$ cat src/rtl/apb_master.sv
// Purpose : converts a valid/ready command into one APB transfer and returns a valid/ready response.
// Latency : accept cycle N -> SETUP N+1 -> ACCESS N+2 (+ wait states) -> rsp_valid N+3 at best; one command per 4 cycles.
// Backpr. : cmd_ready only in IDLE (one transfer in flight); RESP holds until rsp_ready, ACCESS holds until PREADY.
//
// Ports   : PCLK/PRESETn (sync, active-low) clock and reset;
//           cmd_valid/cmd_ready/cmd_write/cmd_addr/cmd_wdata command side;
//           rsp_valid/rsp_ready/rsp_rdata/rsp_err response side;
//           PADDR/PSEL/PENABLE/PWRITE/PWDATA/PRDATA/PREADY/PSLVERR APB completer side.
// Option  : define APB_MASTER_TIMEOUT_EN to add an ACCESS-phase watchdog that aborts
//           after TIMEOUT cycles without PREADY (response flagged with rsp_err).
module apb_master #(
    parameter int ADDR_WIDTH = 32,
    parameter int DATA_WIDTH = 32,
    parameter int TIMEOUT    = 255
) (
    input  logic                  PCLK,
    input  logic                  PRESETn,
    input  logic                  cmd_valid,
    output logic                  cmd_ready,
    input  logic                  cmd_write,
    input  logic [ADDR_WIDTH-1:0] cmd_addr,
    input  logic [DATA_WIDTH-1:0] cmd_wdata,
    output logic                  rsp_valid,
    input  logic                  rsp_ready,
    output logic [DATA_WIDTH-1:0] rsp_rdata,
    output logic                  rsp_err,
    output logic [ADDR_WIDTH-1:0] PADDR,
    output logic                  PSEL,
    output logic                  PENABLE,
    output logic                  PWRITE,
    output logic [DATA_WIDTH-1:0] PWDATA,
    input  logic [DATA_WIDTH-1:0] PRDATA,
    input  logic                  PREADY,
    input  logic                  PSLVERR
);

    if (TIMEOUT < 1 || TIMEOUT > 65535) begin : g_bad_timeout
        $error("apb_master: TIMEOUT must be in 1..65535");
    end

    typedef enum logic [1:0] {IDLE, SETUP, ACCESS, RESP} state_t;

    state_t                  state;
    state_t                  state_nxt;
    logic [ADDR_WIDTH-1:0]   paddr_q;
    logic                    pwrite_q;
    logic [DATA_WIDTH-1:0]   wdata_q;
    logic [DATA_WIDTH-1:0]   rdata_q;
    logic                    err_q;
    logic                    accept;
    logic                    done;
    logic                    wd_fire;
    logic                    wd_expired;

`ifdef APB_MASTER_TIMEOUT_EN
    localparam logic [15:0] WD_LAST = 16'(TIMEOUT - 1);
    logic [15:0] wd_cnt;

    // Counts ACCESS cycles without PREADY; the cycle that sees WD_LAST is the
    // TIMEOUT-th such cycle. Cleared whenever ACCESS is not continuing.
    always_ff @(posedge PCLK) begin
        if (!PRESETn) begin
            wd_cnt <= '0;
        end else if (state == ACCESS && state_nxt == ACCESS) begin
            wd_cnt <= wd_cnt + 16'd1;
        end else begin
            wd_cnt <= '0;
        end
    end

    assign wd_expired = (wd_cnt == WD_LAST);
`else
    assign wd_expired = 1'b0;
`endif

    always_comb begin
        state_nxt = state;
        cmd_ready = 1'b0;
        PSEL      = 1'b0;
        PENABLE   = 1'b0;
        rsp_valid = 1'b0;
        done      = 1'b0;
        wd_fire   = 1'b0;
        case (state)
            IDLE: begin
                // Held low while reset is asserted so nothing is accepted then.
                cmd_ready = PRESETn;
                if (cmd_valid && PRESETn) state_nxt = SETUP;
            end
            SETUP: begin
                PSEL      = 1'b1;
                state_nxt = ACCESS;
            end
            ACCESS: begin
                PSEL    = 1'b1;
                PENABLE = 1'b1;
                // PREADY wins over a watchdog expiry in the same cycle.
                if (PREADY) begin
                    done      = 1'b1;
                    state_nxt = RESP;
                end else if (wd_expired) begin
                    wd_fire   = 1'b1;
                    state_nxt = RESP;
                end
            end
            RESP: begin
                rsp_valid = 1'b1;
                if (rsp_ready) state_nxt = IDLE;
            end
            default: state_nxt = IDLE;
        endcase
    end

    assign accept = cmd_valid & cmd_ready;

    always_ff @(posedge PCLK) begin
        if (!PRESETn) begin
            state    <= IDLE;
            paddr_q  <= '0;
            pwrite_q <= 1'b0;
            wdata_q  <= '0;
            rdata_q  <= '0;
            err_q    <= 1'b0;
        end else begin
            state <= state_nxt;
            if (accept) begin
                paddr_q  <= cmd_addr;
                pwrite_q <= cmd_write;
                wdata_q  <= cmd_wdata;
            end
            if (done) begin
                rdata_q <= pwrite_q ? '0 : PRDATA;
                err_q   <= PSLVERR;
            end else if (wd_fire) begin
                rdata_q <= '0;
                err_q   <= 1'b1;
            end
        end
    end

    assign PADDR     = paddr_q;
    assign PWRITE    = pwrite_q;
    // Write data only appears on the bus while a write is actually selected.
    assign PWDATA    = (PSEL && pwrite_q) ? wdata_q : '0;
    assign rsp_rdata = rdata_q;
    assign rsp_err   = err_q;

endmodule

$ cat config.mk
export PLATFORM = sky130hd
export DESIGN_NAME = apb_master
export DESIGN_NICKNAME = d
export VERILOG_FILES = /design/src/rtl/apb_master.sv
export SDC_FILE = /design/constraint.sdc
export NUM_CORES = 1
export LEC_CHECK = 0
export CORE_UTILIZATION = 43
export DETAILED_ROUTE_END_ITERATION = 8
export GPL_ROUTABILITY_DRIVEN = 0
export PLACE_DENSITY = 0.95
export SYNTH_ARGS = -nofsm -noshare
export SYNTH_HDL_FRONTEND = slang
export SYNTH_SLANG_ARGS = --single-unit
$ cat constraint.sdc
create_clock -name PCLK -period 2.81 [get_ports PCLK]
set_clock_uncertainty 0.15 [all_clocks]
set_input_delay 0.281 -clock PCLK [delete_from_list [all_inputs] [get_ports PCLK]]
set_output_delay 0.281 -clock PCLK [all_outputs]
set_load 0.02 [all_outputs]
==> results.md <==
* CP startpoint kind: flop
* CP max FO at 34
* Worst Tran Pin Value at 837 ps
* First-pass GRT wire length at 18,400 microns
* Worst VDD drop at roughly 0.00033 V
* Reg clk slew, reported paths at roughly 90 ps
* Initial Utilization at 45.3%
* Worst hold endpoint: PADDR[4]
* Area growth syn-to-layout at 55.6%
* GRT Overall Usage at 23.5%
* Register area share after synthesis at 49.7%
* WL/cell at 14.6 microns
* Largest net degree at the start of global routing at 66
* WP data required at 2380 ps
* Htree depth at 3
* Worst reg-to-reg path cell count at 6
* Design area at 6270 sq um
* Pwr dens at 681 nW/um^2
* Detailed Routing Iterations Pass 1 at 7
* Crit path capture type: output port
* Worst path bufs/invs at 3
* Die ar. at 9760 sq um
* Antenna violations before repair at 0
* Total global routing overflow at 0
* Die H at just under 100 microns
* Clk sinks at 100
* Initial DRC count at 133
* I/O pin total at a little over 200
* Final setup TNS at 0 ps
* Setup slack, reg-to-reg at 940 ps
* CTS root buf: clkbuf_8
* Arr. time, crit path at approximately 2200 ps
* CTS Buf Count at 9
* Vias after detailed routing at approximately 4,000
* Vias in the first global route at 3,766
* Fin crit period at 2620 ps
* Hold Crit Class: flop to flop
* # port buffers at 204
* Hold depth at 2
* Yosys cell types at 19
* DRC viols at 0
* Average cell area after synthesis at 8.21 sq um
* Synth Warn # at 0
* Worst R2R Start: state[0]
* Core box area at 8890 sq um
* Hold path startpoint: PADDR[4]
* Clk_lat worst skew at 350 ps
* Cells along the critical path: inv_1 > ha_1 > buf_4 > and3_1 > clkdlybuf4s50_1
* Cts repair resizes at 0
* Diode count at 0
* Most used routing layer: met2
* Synthesized area at approximately 4000 sq um
* RSZ-0062 raised after global routing: false
* R2R Path End: rsp_rdata[26]
* Post-synthesis cell count at 491
* Post-Syn Nets at about 600
* Crit Path Category: flop to output port
* Max Cap Violations at 0
* Largest area contributor in the netlist: dfxtp_1
* FMAX at about 0.38 GHz
* Final hold slack at 313 ps
* Final core utilization at 70.5%
* Max-slew headroom at 44.1%
* Status: completed
* Crit-path max cell delay at 610 ps
* Hold Vio Cnt, Final at 0
* DPL Wire Length at 8300 microns
* GR Layer Usage met2 at between 40 and 50%
* Die width at 98.8 microns
* Postcts setup bufs at 0
* Tot Pwr at about 4.3 mW
* Final period utilization at 93.4%
* Hold buffers post-CTS at 0
* Routed wire length at 11,500 microns
* Row count at 34
* Placed cell areas at 6080 sq um
* Slowest-stage cell, CP: clkdlybuf4s50_1
* DR vias/cell at 5.12
* Share of post-route cells with drive strength above 1 at 4.44%
* Post-DRT Antenna Nets at 0
* Leak pwr at 2.33 nW
* Final setup fails at 0
* CTS max path bufs at 2
* GR Util met1 at 27.2%
* M3 GR Usage at slightly below 7%
* Post-synthesis register bit count at 100
* Slew Viols, Final at 0
* Layout net count at 779
* Synth top area share at 49.7%
* TritonCTS clock tree: done
* CP delay by family, top: buffers and inverters
* Top post-synthesis cells by area: dfxtp_1 (50%), nand2_1 (16%), o21ai_0 (8.2%)
Yosys cell counts, drive strengths merged:
library cell	instances
nand2	167
dfxtp	100
o21ai	66
a21boi	33
and3	33
nand4b	32
buf	26
clkbuf	20
inv	5
ha	4
mux2i	2
a222oi	1
and2	1
nand3	1
worst max-delay path by stage:
stage              from         end  slack [ps]  cells after the start
2_1_floorplan  state[1]  PWDATA[22]        1020                      4
3_3_place_gp   state[1]  PWDATA[28]         660                      5
3_5_place_dp   state[1]  PWDATA[15]         580                      5
4_1_cts        state[1]  PWDATA[15]         180                      5
5_1_grt        state[1]  PWDATA[29]          30                      5
6_report       state[1]  PWDATA[10]         190                      5
logic make-up after synthesis:
logic type,Yosys count,share of synthesized area (%)
DFF,100,49.7
muxes,2,0.497
and+or+nand+nor,234,27.9
AOI/OAI and AO/OA,100,14.6
buffers and inverters,51,6.05
adders and majority gates,4,1.24
cell usage in the layout, fill, tap and decap left out:
master / count
nand2_1: 167
clkinv_2: 2
buf_4: 11
dfxtp_1: 100
and3_4: 1
nand4b_1: 32
ha_1: 4
inv_1: 4
o21ai_0: 66
clkbuf_8: 9
nand3_1: 1
and3_1: 32
inv_2: 1
clkinvlp_4: 1
bufinv_16: 1
inv_6: 1
a21boi_0: 33
a222oi_1: 1
clkdlybuf4s50_1: 203
buf_2: 1
mux2i_1: 2
clkinv_4: 1
buf_12: 1
and2_1: 1
area by class of cell:
cell class / instances / area, sq um
Sequential cell: 100 / 2000
Clock buffer: 9 / 124
Fill cell: 685 / 2620
Timing Repair Buffer: 216 / 2140
Multi-Input combinational cell: 340 / 1790
Inverter: 5 / 18.8
Tap cell: 108 / 135
Clock inverter: 6 / 65.1
through the flow:
| step | instances | setup WS [ps] |
|---|---|---|
| after global placement | 769 | 659 |
| after detailed placement | 769 | 575 |
| after floorplan | 491 | 1020 |
| final | 784 | 186 |
| after CTS | 784 | 177 |
| after global routing | 784 | 33.2 |
metal layers:
metal  vias to the layer above  wire length [microns]
li1                       1996                      -
met1                      1846                   4540
met2                       152                   5920
met3                        19                    840
met4                         0                    160
met5                         -                      0
registers in the layout (all words and copies together) (netlist names):
name,count
state,2
PWRITE,1
wdata_q,32
rsp_err,1
rsp_rdata,32
PADDR,32
where the power goes:
group	internal (mW)	total [mW]	switching, mW
sequential	1.68	1.84	0.159
clock	0.409	0.907	0.498
combinational	0.690	1.52	0.835
worst min-delay path, delay by kind of cell, from the launching register on:
kind | cells | cell delay [ps]
AO/OA/AOI/OAI | 1 | 60
flip-flops | 1 | 320
AND/OR/NAND/NOR | 1 | 50
(Power assumes the default switching activity.)
